[src/rtl/pipeline_pkg.sv]
`default_nettype none
// ============================================================================
// Module      : pipeline_pkg
// Description : Shared mode encodings, defaults and the rescale/saturate helper
// Revision    : 1.0 - initial release
// ============================================================================
package pipeline_pkg;

    localparam logic [1:0] MODE_MAC = 2'b00;
    localparam logic [1:0] MODE_EWM = 2'b01;
    localparam logic [1:0] MODE_EWA = 2'b10;

    localparam int COL_BLOCKS_DEF = 16;

    localparam int SAT_IN_W  = 64;
    localparam int SAT_OUT_W = 32;

    // Returns {value, sat_flag}; value is sign-valid in its low 'width' bits.
    function automatic logic [SAT_OUT_W:0] sat_shift(
        input logic signed [SAT_IN_W-1:0] din,
        input int unsigned                shift,
        input int unsigned                width
    );
        logic signed [SAT_IN_W-1:0] v_sh;
        logic signed [SAT_IN_W-1:0] v_max;
        logic signed [SAT_IN_W-1:0] v_min;
        logic        [SAT_OUT_W:0]  v_ret;
        v_sh  = din >>> shift;
        v_max = (64'sd1 <<< (width - 1)) - 64'sd1;
        v_min = -(64'sd1 <<< (width - 1));
        if (v_sh > v_max) begin
            v_ret = {v_max[SAT_OUT_W-1:0], 1'b1};
        end else if (v_sh < v_min) begin
            v_ret = {v_min[SAT_OUT_W-1:0], 1'b1};
        end else begin
            v_ret = {v_sh[SAT_OUT_W-1:0], 1'b0};
        end
        return v_ret;
    endfunction

endpackage
`default_nettype wire

[src/rtl/tile_row_reduce_if.sv]
`default_nettype none
// ============================================================================
// Module      : tile_row_reduce_if
// Description : Tile input and reduced-vector output handshake bundle
// Revision    : 1.0 - initial release
// ============================================================================
interface tile_row_reduce_if #(
    parameter int TILE_SIZE  = 4,
    parameter int DATA_WIDTH = 16,
    parameter int ACC_WIDTH  = 32
);
    logic                                            in_valid;
    logic [TILE_SIZE-1:0][TILE_SIZE-1:0][ACC_WIDTH-1:0] in_tile;
    logic                                            out_valid;
    logic                                            out_ready;
    logic [TILE_SIZE-1:0][DATA_WIDTH-1:0]            out_vec;
    logic [TILE_SIZE-1:0]                            out_sat;

    modport master (
        output in_valid, in_tile, out_ready,
        input  out_valid, out_vec, out_sat
    );

    modport slave (
        input  in_valid, in_tile, out_ready,
        output out_valid, out_vec, out_sat
    );
endinterface
`default_nettype wire

[src/rtl/tile_row_reduce_sync_fifo2.sv]
`default_nettype none
// ============================================================================
// Module      : sync_fifo2
// Description : Generic 2-deep valid/ready FIFO with a registered head entry
// Revision    : 1.0 - initial release
// ============================================================================
module sync_fifo2 #(
    parameter int WIDTH = 8
) (
    input  wire logic             clk,
    input  wire logic             rst_n,
    input  wire logic             push,
    input  wire logic [WIDTH-1:0] push_data,
    output logic                  push_drop,
    output logic                  out_valid,
    input  wire logic             out_ready,
    output logic [WIDTH-1:0]      out_data
);
    logic [1:0]       r_count;
    logic [WIDTH-1:0] r_head;
    logic [WIDTH-1:0] r_tail;
    logic             w_pop;

    assign out_valid = (r_count != 2'd0);
    assign out_data  = r_head;
    assign w_pop     = out_valid && out_ready;
    assign push_drop = push && (r_count == 2'd2) && !w_pop;

    // The head register keeps the last popped entry once the FIFO drains.
    always_ff @(posedge clk or negedge rst_n) begin
        if (!rst_n) begin
            r_count <= 2'd0;
            r_head  <= '0;
            r_tail  <= '0;
        end else begin
            case (r_count)
                2'd0: begin
                    if (push) begin
                        r_head  <= push_data;
                        r_count <= 2'd1;
                    end
                end
                2'd1: begin
                    if (push && w_pop) begin
                        r_head <= push_data;
                    end else if (push) begin
                        r_tail  <= push_data;
                        r_count <= 2'd2;
                    end else if (w_pop) begin
                        r_count <= 2'd0;
                    end
                end
                2'd2: begin
                    if (w_pop) begin
                        r_head <= r_tail;
                        if (push) begin
                            r_tail <= push_data;
                        end else begin
                            r_count <= 2'd1;
                        end
                    end
                end
                default: r_count <= 2'd0;
            endcase
        end
    end
endmodule
`default_nettype wire

[src/rtl/tile_row_reduce.sv]
`default_nettype none
// ============================================================================
// Module      : tile_row_reduce
// Description : Row-reduces MAC tiles across column blocks, rescales, queues
// Revision    : 1.0 - initial release
// ============================================================================
module tile_row_reduce
    import pipeline_pkg::*;
#(
    parameter int TILE_SIZE  = 4,
    parameter int DATA_WIDTH = 16,
    parameter int ACC_WIDTH  = 32,
    parameter int FRAC_BITS  = 8,
    parameter int COL_BLOCKS = COL_BLOCKS_DEF
) (
    input  wire logic                          clk,
    input  wire logic                          rst_n,
    input  wire logic [1:0]                    mode,
    tile_row_reduce_if.slave                   bus,
    output logic [$clog2(COL_BLOCKS)-1:0]      blk_cnt,
    output logic                               ovf_err
);
    localparam int c_SUM_W = ACC_WIDTH + $clog2(TILE_SIZE * COL_BLOCKS);
    localparam int c_CNT_W = $clog2(COL_BLOCKS);
    localparam int c_RES_W = TILE_SIZE * DATA_WIDTH;
    localparam int c_PAY_W = c_RES_W + TILE_SIZE;

    logic signed [c_SUM_W-1:0]              r_acc    [TILE_SIZE];
    logic        [c_CNT_W-1:0]              r_blk_cnt;
    logic                                   r_ovf;
    logic signed [c_SUM_W-1:0]              w_rowsum [TILE_SIZE];
    logic signed [c_SUM_W-1:0]              w_fin    [TILE_SIZE];
    logic        [SAT_OUT_W:0]              w_ss     [TILE_SIZE];
    logic        [TILE_SIZE-1:0][DATA_WIDTH-1:0] w_res;
    logic        [TILE_SIZE-1:0]            w_sat;
    logic        [c_PAY_W-1:0]              w_payload;
    logic        [c_PAY_W-1:0]              w_head;
    logic                                   w_last;
    logic                                   w_push;
    logic                                   w_drop;

    assign w_last = (r_blk_cnt == c_CNT_W'(COL_BLOCKS - 1));
    assign w_push = (mode == MODE_MAC) && bus.in_valid && w_last;

    always_comb begin
        for (int i = 0; i < TILE_SIZE; i++) begin
            w_rowsum[i] = '0;
            for (int j = 0; j < TILE_SIZE; j++) begin
                w_rowsum[i] = w_rowsum[i] + c_SUM_W'($signed(bus.in_tile[i][j]));
            end
            w_fin[i] = r_acc[i] + w_rowsum[i];
            w_ss[i]  = sat_shift({{(SAT_IN_W-c_SUM_W){w_fin[i][c_SUM_W-1]}}, w_fin[i]},
                                 unsigned'(FRAC_BITS), unsigned'(DATA_WIDTH));
            w_res[i] = w_ss[i][DATA_WIDTH:1];
            w_sat[i] = w_ss[i][0];
        end
    end

    assign w_payload = {w_sat, w_res};

    // Leaving MAC mode discards any partial vector, mirroring the upstream counter.
    always_ff @(posedge clk or negedge rst_n) begin
        if (!rst_n) begin
            r_blk_cnt <= '0;
            r_ovf     <= 1'b0;
            for (int i = 0; i < TILE_SIZE; i++) r_acc[i] <= '0;
        end else begin
            if (mode != MODE_MAC || (bus.in_valid && w_last)) begin
                r_blk_cnt <= '0;
                for (int i = 0; i < TILE_SIZE; i++) r_acc[i] <= '0;
            end else if (bus.in_valid) begin
                r_blk_cnt <= r_blk_cnt + c_CNT_W'(1);
                for (int i = 0; i < TILE_SIZE; i++) r_acc[i] <= w_fin[i];
            end
            if (w_drop) r_ovf <= 1'b1;
        end
    end

    sync_fifo2 #(
        .WIDTH (c_PAY_W)
    ) u_fifo (
        .clk       (clk),
        .rst_n     (rst_n),
        .push      (w_push),
        .push_data (w_payload),
        .push_drop (w_drop),
        .out_valid (bus.out_valid),
        .out_ready (bus.out_ready),
        .out_data  (w_head)
    );

    assign bus.out_vec = w_head[c_RES_W-1:0];
    assign bus.out_sat = w_head[c_PAY_W-1:c_RES_W];
    assign blk_cnt     = r_blk_cnt;
    assign ovf_err     = r_ovf;
endmodule
`default_nettype wire
[src/flat_wrapper.sv]
// flat-port wrapper written by rule: the top's interface ports become plain ports
module tile_row_reduce_flat import pipeline_pkg::*;
#(
    parameter int TILE_SIZE  = 4,
    parameter int DATA_WIDTH = 16,
    parameter int ACC_WIDTH  = 32,
    parameter int FRAC_BITS  = 8,
    parameter int COL_BLOCKS = COL_BLOCKS_DEF
)
  (clk, rst_n, mode, blk_cnt, ovf_err, bus_in_valid, bus_in_tile, bus_out_ready, bus_out_valid, bus_out_vec, bus_out_sat);
  tile_row_reduce_if #(.TILE_SIZE(TILE_SIZE), .DATA_WIDTH(DATA_WIDTH), .ACC_WIDTH(ACC_WIDTH)) bus_i ();
  input  wire logic clk;
  input  wire logic rst_n;
  input  wire logic [1:0] mode;
  output logic [$clog2(COL_BLOCKS)-1:0] blk_cnt;
  output logic ovf_err;
  input wire logic [$bits(bus_i.in_valid)-1:0] bus_in_valid;
  input wire logic [$bits(bus_i.in_tile)-1:0] bus_in_tile;
  input wire logic [$bits(bus_i.out_ready)-1:0] bus_out_ready;
  output wire logic [$bits(bus_i.out_valid)-1:0] bus_out_valid;
  output wire logic [$bits(bus_i.out_vec)-1:0] bus_out_vec;
  output wire logic [$bits(bus_i.out_sat)-1:0] bus_out_sat;
  assign bus_i.in_valid = bus_in_valid;
  assign bus_i.in_tile = bus_in_tile;
  assign bus_i.out_ready = bus_out_ready;
  assign bus_out_valid = bus_i.out_valid;
  assign bus_out_vec = bus_i.out_vec;
  assign bus_out_sat = bus_i.out_sat;
  tile_row_reduce #(.TILE_SIZE(TILE_SIZE), .DATA_WIDTH(DATA_WIDTH), .ACC_WIDTH(ACC_WIDTH), .FRAC_BITS(FRAC_BITS), .COL_BLOCKS(COL_BLOCKS)) u_core (.clk(clk), .rst_n(rst_n), .mode(mode), .bus(bus_i), .blk_cnt(blk_cnt), .ovf_err(ovf_err));
endmodule
[config.mk]
export PLATFORM = sky130hd
export DESIGN_NAME = tile_row_reduce_flat
export DESIGN_NICKNAME = d
export VERILOG_FILES = /design/src/rtl/pipeline_pkg.sv /design/src/rtl/tile_row_reduce_if.sv /design/src/rtl/tile_row_reduce_sync_fifo2.sv /design/src/rtl/tile_row_reduce.sv /design/src/flat_wrapper.sv
export SDC_FILE = /design/constraint.sdc
export NUM_CORES = 2
export LEC_CHECK = 0
export ABC_CLOCK_PERIOD_IN_PS = 5200
export CAP_MARGIN = 5
export CORE_ASPECT_RATIO = 2
export CORE_MARGIN = 3
export CORE_UTILIZATION = 50
export DETAILED_ROUTE_END_ITERATION = 16
export PLACE_DENSITY = 0.74
export SLEW_MARGIN = 20
export SYNTH_ARGS = -nofsm -noshare
export SYNTH_HDL_FRONTEND = slang
export SYNTH_HIERARCHICAL = 1
export SYNTH_SLANG_ARGS = --single-unit
[constraint.sdc]
create_clock -name clk -period 5.2 [get_ports clk]
set_input_delay 1.04 -clock clk [delete_from_list [all_inputs] [get_ports clk]]
set_output_delay 1.04 -clock clk [all_outputs]
set_load 0.01 [all_outputs]
# Word-level counts from Yosys, hierarchy flattened
# Index checks and enable logic that the tools add are counted.
# totals
regBits,295
in_bits,518
out_inout_bits,74
wordCells,89
# classes
addsub,17
n_lt_le_gt_ge,8
eq_ne,9
n_mux,27
n_reduce_logical,19
# op_table
op,n
$mux 68,6
$mux 152,2
$pmux 68 s3,1
$add 38x32->38,4
$add 38x38->38,4
$add 33x32->34,4
$mux 17,8
$pmux 68 s2,1
$add 32x32->33,4
$gt 30x16->1 const B,4
$lt 30x16->1 const B,4
$mux 2,6
$ne 2x2->1 const B,5
$mux 4,2
$reduce_bool 2->1,4
$logic_and 1x1->1,7
$pmux 2 s3,1
$reduce_and 5->1,1
$add 4x1->4 const B,1
$eq 4x4->1 const B,1
$logic_not 2->1,2
$reduce_and 4->1,1
$ne 3x3->1 const B,1
$reduce_and 3->1,1
5 further kinds,5

# Longest topological paths before layout
# logic_depth
ltp_word,10
ltp_mapped,23
depth_no_buf,21

# Cells and area by module
# Netlist, hierarchy kept.
# by_module_without_submodules
mod,n_inst,cells_each,area_per_inst_um2,seq_area_each_um2
tile_row_reduce,1,3458,27431.3,3928.8
sync_fifo2,1,379,6079.6,3453.3

# Worst setup path before layout
# No wires, ideal clock.
# synth_timing
kind,input to register
start,input bus_in_tile[3]
end,"register u_core.u_fifo.r_head[5], in the netlist u_core/u_fifo/out_data[5]"
setup_time_ps,125
arrival_time_ps,6219
required_ps,5075
setup_slack_ps,-1143
stages,22
n_path_buf,1
cell_sequence,inv_1 -> fa_1 -> inv_1 -> fa_1 -> inv_1 -> fa_1 -> inv_1 -> ha_1 -> nor2b_2 -> o31ai_4 -> a31oi_1 -> or4b_4 -> a31o_4 -> a221o_1 -> a21o_1 -> a21oi_2 -> xnor2_1 -> o21a_1 -> buf_6 -> o21ai_1 -> mux2_2 -> mux2_2
# synth_via
elab_chain_len,9
word_cells_on_any_way,11
classes_between,add/sub: 4; order compare: 2; mux: 5
# synth_lines
item,line,text
from (decl),flat_wrapper.sv:18,input wire logic [$bits(bus_i.in_tile)-1:0] bus_in_tile;
$add 32x32->33 *,tile_row_reduce.sv:49,w_rowsum[i] = w_rowsum[i] + c_SUM_W'($signed(bus.in_tile[i][j]));
$add 33x32->34 *,tile_row_reduce.sv:49,
$add 38x32->38 *,tile_row_reduce.sv:49,
$add 38x38->38 *,tile_row_reduce.sv:51,w_fin[i] = r_acc[i] + w_rowsum[i];
$lt 30x16->1,pipeline_pkg.sv:33,end else if (v_sh < v_min) begin
$mux 17,pipeline_pkg.sv:33,
$mux 17 *,pipeline_pkg.sv:31,if (v_sh > v_max) begin
via u_core.w_payload[5],tile_row_reduce.sv:36,logic [c_PAY_W-1:0] w_payload;
$mux 68 (on tied branches),"tile_row_reduce_sync_fifo2.sv:44, tile_row_reduce_sync_fifo2.sv:38",
$pmux 68 s3 *,tile_row_reduce_sync_fifo2.sv:36,case (r_count)
to (signal assigned),tile_row_reduce_sync_fifo2.sv:39,r_head <= push_data;
to (signal assigned),tile_row_reduce_sync_fifo2.sv:45,r_head <= push_data;
to (signal assigned),tile_row_reduce_sync_fifo2.sv:55,r_head <= r_tail;
to (decl),tile_row_reduce_sync_fifo2.sv:20,logic [WIDTH-1:0] r_head;
# Mark *: on every way through the listed nets, which the timed path passes. The rest lies on a longest branch. The select of a mux whose other input is x is not followed.
# A chain may end at the register's enable or synchronous reset.

# Worst setup path after layout
# layout_timing
start,input bus_in_tile[69]
end,"register u_core.u_fifo.r_head[3], in the netlist u_core/u_fifo/out_data[3]"
# layout_via
elab_chain_len,8
word_cells_on_any_way,10
classes_between,add/sub: 3; order compare: 2; mux: 5
# layout_lines
item,line
$add 33x32->34 *,tile_row_reduce.sv:49
$add 38x32->38 *,tile_row_reduce.sv:49
$add 38x38->38 *,tile_row_reduce.sv:51
$lt 30x16->1,pipeline_pkg.sv:33
$mux 17,pipeline_pkg.sv:33
$mux 17 *,pipeline_pkg.sv:31
via u_core.w_payload[3],tile_row_reduce.sv:36
$mux 68 (on tied branches),"tile_row_reduce_sync_fifo2.sv:44, tile_row_reduce_sync_fifo2.sv:38"
$pmux 68 s3 *,tile_row_reduce_sync_fifo2.sv:36
# Marks and branches as above.

==> flow_metrics.py <==
metrics = {
    "global_routing": {
        "grt_pass1_wl_um": 183000,
        "grt_pass1_vias": 35817,
        "grt_max_degree": 121,
        "grt_overflow": 0,
        "antenna_found_initial": 7,
        "track_usage": 0.331,
    },
    "detailed_routing": {
        "drcViolationCount": 0,
        "routed_via_density": 5.35,
        "dr.pass1.iters": 7,
        "wire_per_inst_um": 20.5,
        "drtAntennaViolNets": 0,
        "num_vias": 32399,
        "drt_iter0_markers": 1606,
        "finalWirelength_um": 124000,
    },
    "timing": {
        "min_period_ns": 6.12,
        "finalHoldViolations": 0,
        "setup_tns_ns": -81.20,
        "setup_slack_ns": -0.921,
        "drv_slew": 0,
        "max_freq_mhz": 163,
        "worstMarginPinSlew_ns": 0.927,
        "min_period_over_period": 1.18,
        "fin_skew_ns": 0.0152,
        "setup_violations": 135,
        "relSlewSlack": 0.382,
        "rsz0062_at_grt": "yes",
    },
    "yosys": {
        "post-synth-top-count-cell": "inv_1",
        "synth_common_cells": "inv_1, fa_1, dfrtp_1",
        "yosysWarnings": 6,
        "ys_ff_latch": 295,
        "synth-main-ff-cell": "dfrtp_1",
        "synth-edff-count": 0,
        "ys_seq_area_frac": 0.220,
        "yosysTopAreaCell": "fa_1",
        "synth_area_leaders": "fa_1, dfrtp_1, inv_1",
        "synth_top_area_frac": 0.241,
        "synth_nets": 4916,
        "synth_area_um2": 33500,
        "async_flop_share": 1.00,
        "synth_cell_types": 101,
        "avgSynthCellArea_um2": 8.73,
        "syn_inst": 3837,
    },
    "floorplan": {
        "io_pins": 592,
        "dieArea_um2": 70400,
        "die_width_um": 189,
        "core-area_um2": 66100,
        "start_util": 0.507,
        "die_h_um": 372,
        "fp-row-count": 133,
    },
    "placed_design": {
        "dpl_cell_area_um2": 45600,
        "port_buffers": 591,
        "dp_hpwl_um": 88100,
        "gp_congestion": 1.00,
    },
    "cts": {
        "clk_latency_ns": 0.61,
        "cts_tree": "done",
        "cts.clk_slew.worst_paths_ns": 0.07,
        "cts.sinks": 295,
        "htreeDepth": 1,
        "clock-root-buffer": "clkbuf_16",
        "numCtsBuffers": 31,
        "cts_buffer_depth": 3,
    },
    "setup_path": {
        "cp_max_fo": 8,
        "rr_endpoint": "u_core/u_fifo/out_data[3]",
        "arrival_ns": 6.61,
        "required_ns": 5.69,
        "cp-end-kind": "flip-flop",
        "reg2reg_slack_ns": 0.20,
        "start_kind": "input port",
        "r2r_start": "u_core/r_acc[115]",
        "ff2ff_path_depth": 23,
        "path_class": "input port to flip-flop",
    },
    "cells_and_area": {
        "fillers": 4078,
        "area_growth_pct": 56.0,
        "final_area_um2": 52300,
        "drive_above_1_share": 0.417,
        "nets": 6226,
    },
    "status": {
        "outcome": "complete, but fails checks",
        "violations": "negative setup slack",
    },
    "hold_path": {
        "hold_class": "input port to asynchronous set/reset pin",
    },
    "flow_run": {
        "cap_violations": 0,
    },
}
==> registers in the layout (all words and copies together), names as in the netlist <==
| register | cells |
|---|---|
| u_core/r_acc | 152 |
| u_core/u_fifo/out_data | 68 |
| u_core/u_fifo/r_tail | 68 |
| u_core/blk_cnt | 4 |
| u_core/u_fifo/r_count | 2 |
| u_core/ovf_err | 1 |
==> routing by layer <==
layer / vias to the layer above / wire (um) / global-route usage
met4: 2 / 10400 / 0.222
met5: - / 13 / 0
met3: 588 / 7470 / 0.0539
met2: 1400 / 66900 / 0.641
met1: 15974 / 39400 / 0.313
li1: 14435 / - / -
==> cell usage in the layout, fill, tap and decap left out, types with 21 or more instances in the layout <==
cell / Yosys / final
o21ai_0: 179 / 94
nand3_1: 43 / 34
fa_2: 0 / 33
xor2_1: 59 / 51
xnor2_1: 77 / 59
inv_1: 1318 / 902
inv_2: 0 / 404
fa_1: 404 / 371
clkbuf_2: 3 / 51
buf_4: 5 / 673
a21oi_1: 147 / 82
nor3_1: 32 / 24
ha_1: 157 / 46
mux2_2: 184 / 44
o21ai_4: 0 / 70
clkdlybuf4s50_1: 0 / 261
dlygate4sd2_1: 0 / 108
a21o_1: 45 / 44
a21oi_2: 1 / 29
o21ai_2: 11 / 31
dfrtp_1: 295 / 295
clkdlybuf4s15_1: 1 / 27
clkbuf_16: 0 / 32
ha_4: 0 / 106
a21oi_4: 0 / 37
buf_2: 19 / 59
mux2_4: 20 / 160
nand2_2: 1 / 21
o22ai_1: 99 / 95
nand4_1: 28 / 28
nand2_1: 202 / 168
buf_6: 9 / 117
nor2_1: 89 / 70
dlymetal6s2s_1: 0 / 63
==> worst max path at each step <==
| stage | endpoint | from | slack (ns) | cells past startpoint |
|---|---|---|---|---|
| 2_1_floorplan | u_core/u_fifo/out_data[10] | bus_in_tile[7] | -0.90 | 23 |
| 3_3_place_gp | u_core/u_fifo/out_data[3] | bus_in_tile[1] | -1.80 | 24 |
| 3_5_place_dp | u_core/u_fifo/out_data[4] | bus_in_tile[1] | -1.86 | 23 |
| 4_1_cts | u_core/u_fifo/out_data[3] | bus_in_tile[65] | -0.84 | 26 |
| 5_1_grt | u_core/u_fifo/out_data[7] | bus_in_tile[66] | -1.04 | 25 |
| 6_report | u_core/u_fifo/out_data[3] | bus_in_tile[69] | -0.92 | 26 |
==> kinds of logic (layout without fill, tap and decap cells) <==
kind of cell | Yosys count | count (layout) | synth area share
buffers and inverters | 1428 | 2762 | 0.166
XOR/XNOR | 137 | 137 | 0.0360
adder cells (fa/ha/maj) | 561 | 561 | 0.300
flip-flops | 295 | 295 | 0.220
other | 0 | 6 | 0
AND/OR/NAND/NOR | 523 | 523 | 0.0762
AO/OA/AOI/OAI | 686 | 686 | 0.130
multiplexers | 207 | 207 | 0.0717
==> metrics by stage <==
| step | worst slack (ns) | hold slack (ns) | instances | util |
|---|---|---|---|---|
| 2_1_floorplan | -0.905 | 0.464 | 3837 | - |
| 3_3_place_gp | -1.80 | 0.483 | 5798 | 0.690 |
| 3_5_place_dp | -1.86 | 0.487 | 5798 | 0.690 |
| 4_1_cts | -0.840 | 0.370 | 5983 | 0.765 |
| 5_1_grt | -1.04 | 0.393 | 6053 | 0.791 |
| 6_report | -0.921 | 0.347 | 6054 | 0.792 |
==> repair_timing <==
item,in CTS,in global routing
gates resized for setup,1310,595
pin swaps,518,397
cloned,6,1
hold buffers,0,0
setup endpoints to repair,145,139
setup buffers,128,72
==> critical path, cell delays in order <==
cell	delay (ns)
dlygate4sd2_1	0.19
inv_1	0.05
fa_1	0.59
inv_1	0.07
fa_1	0.48
inv_1	0.05
fa_1	0.48
inv_2	0.05
ha_4	0.26
o211a_1	0.19
o31ai_4	0.10
buf_4	0.15
a211o_4	0.34
a211oi_4	0.22
buf_6	0.14
nor4_4	0.03
nor2_2	0.17
xor2_2	0.12
buf_4	0.16
or4_4	0.49
nor3_4	0.16
a41o_4	0.30
buf_12	0.17
o21ai_4	0.07
mux2_4	0.29
mux2_4	0.26
==> area by class of cell <==
class | instances | area [um^2] | share of cell area
Multi-Input combinational cell | 2114 | 25600 | 0.490
Timing Repair Buffer | 1387 | 12100 | 0.231
Sequential cell | 295 | 7380 | 0.141
Inverter | 1318 | 5010 | 0.0958
Tap cell | 877 | 1100 | 0.0210
Clock buffer | 42 | 857 | 0.0164
Clock inverter | 15 | 204 | 0.00390
Antenna cell | 6 | 15.0 | 0.000287
Power is not shown: default switching activity piles up to over one toggle a cycle in this logic, so the estimate is an artifact.
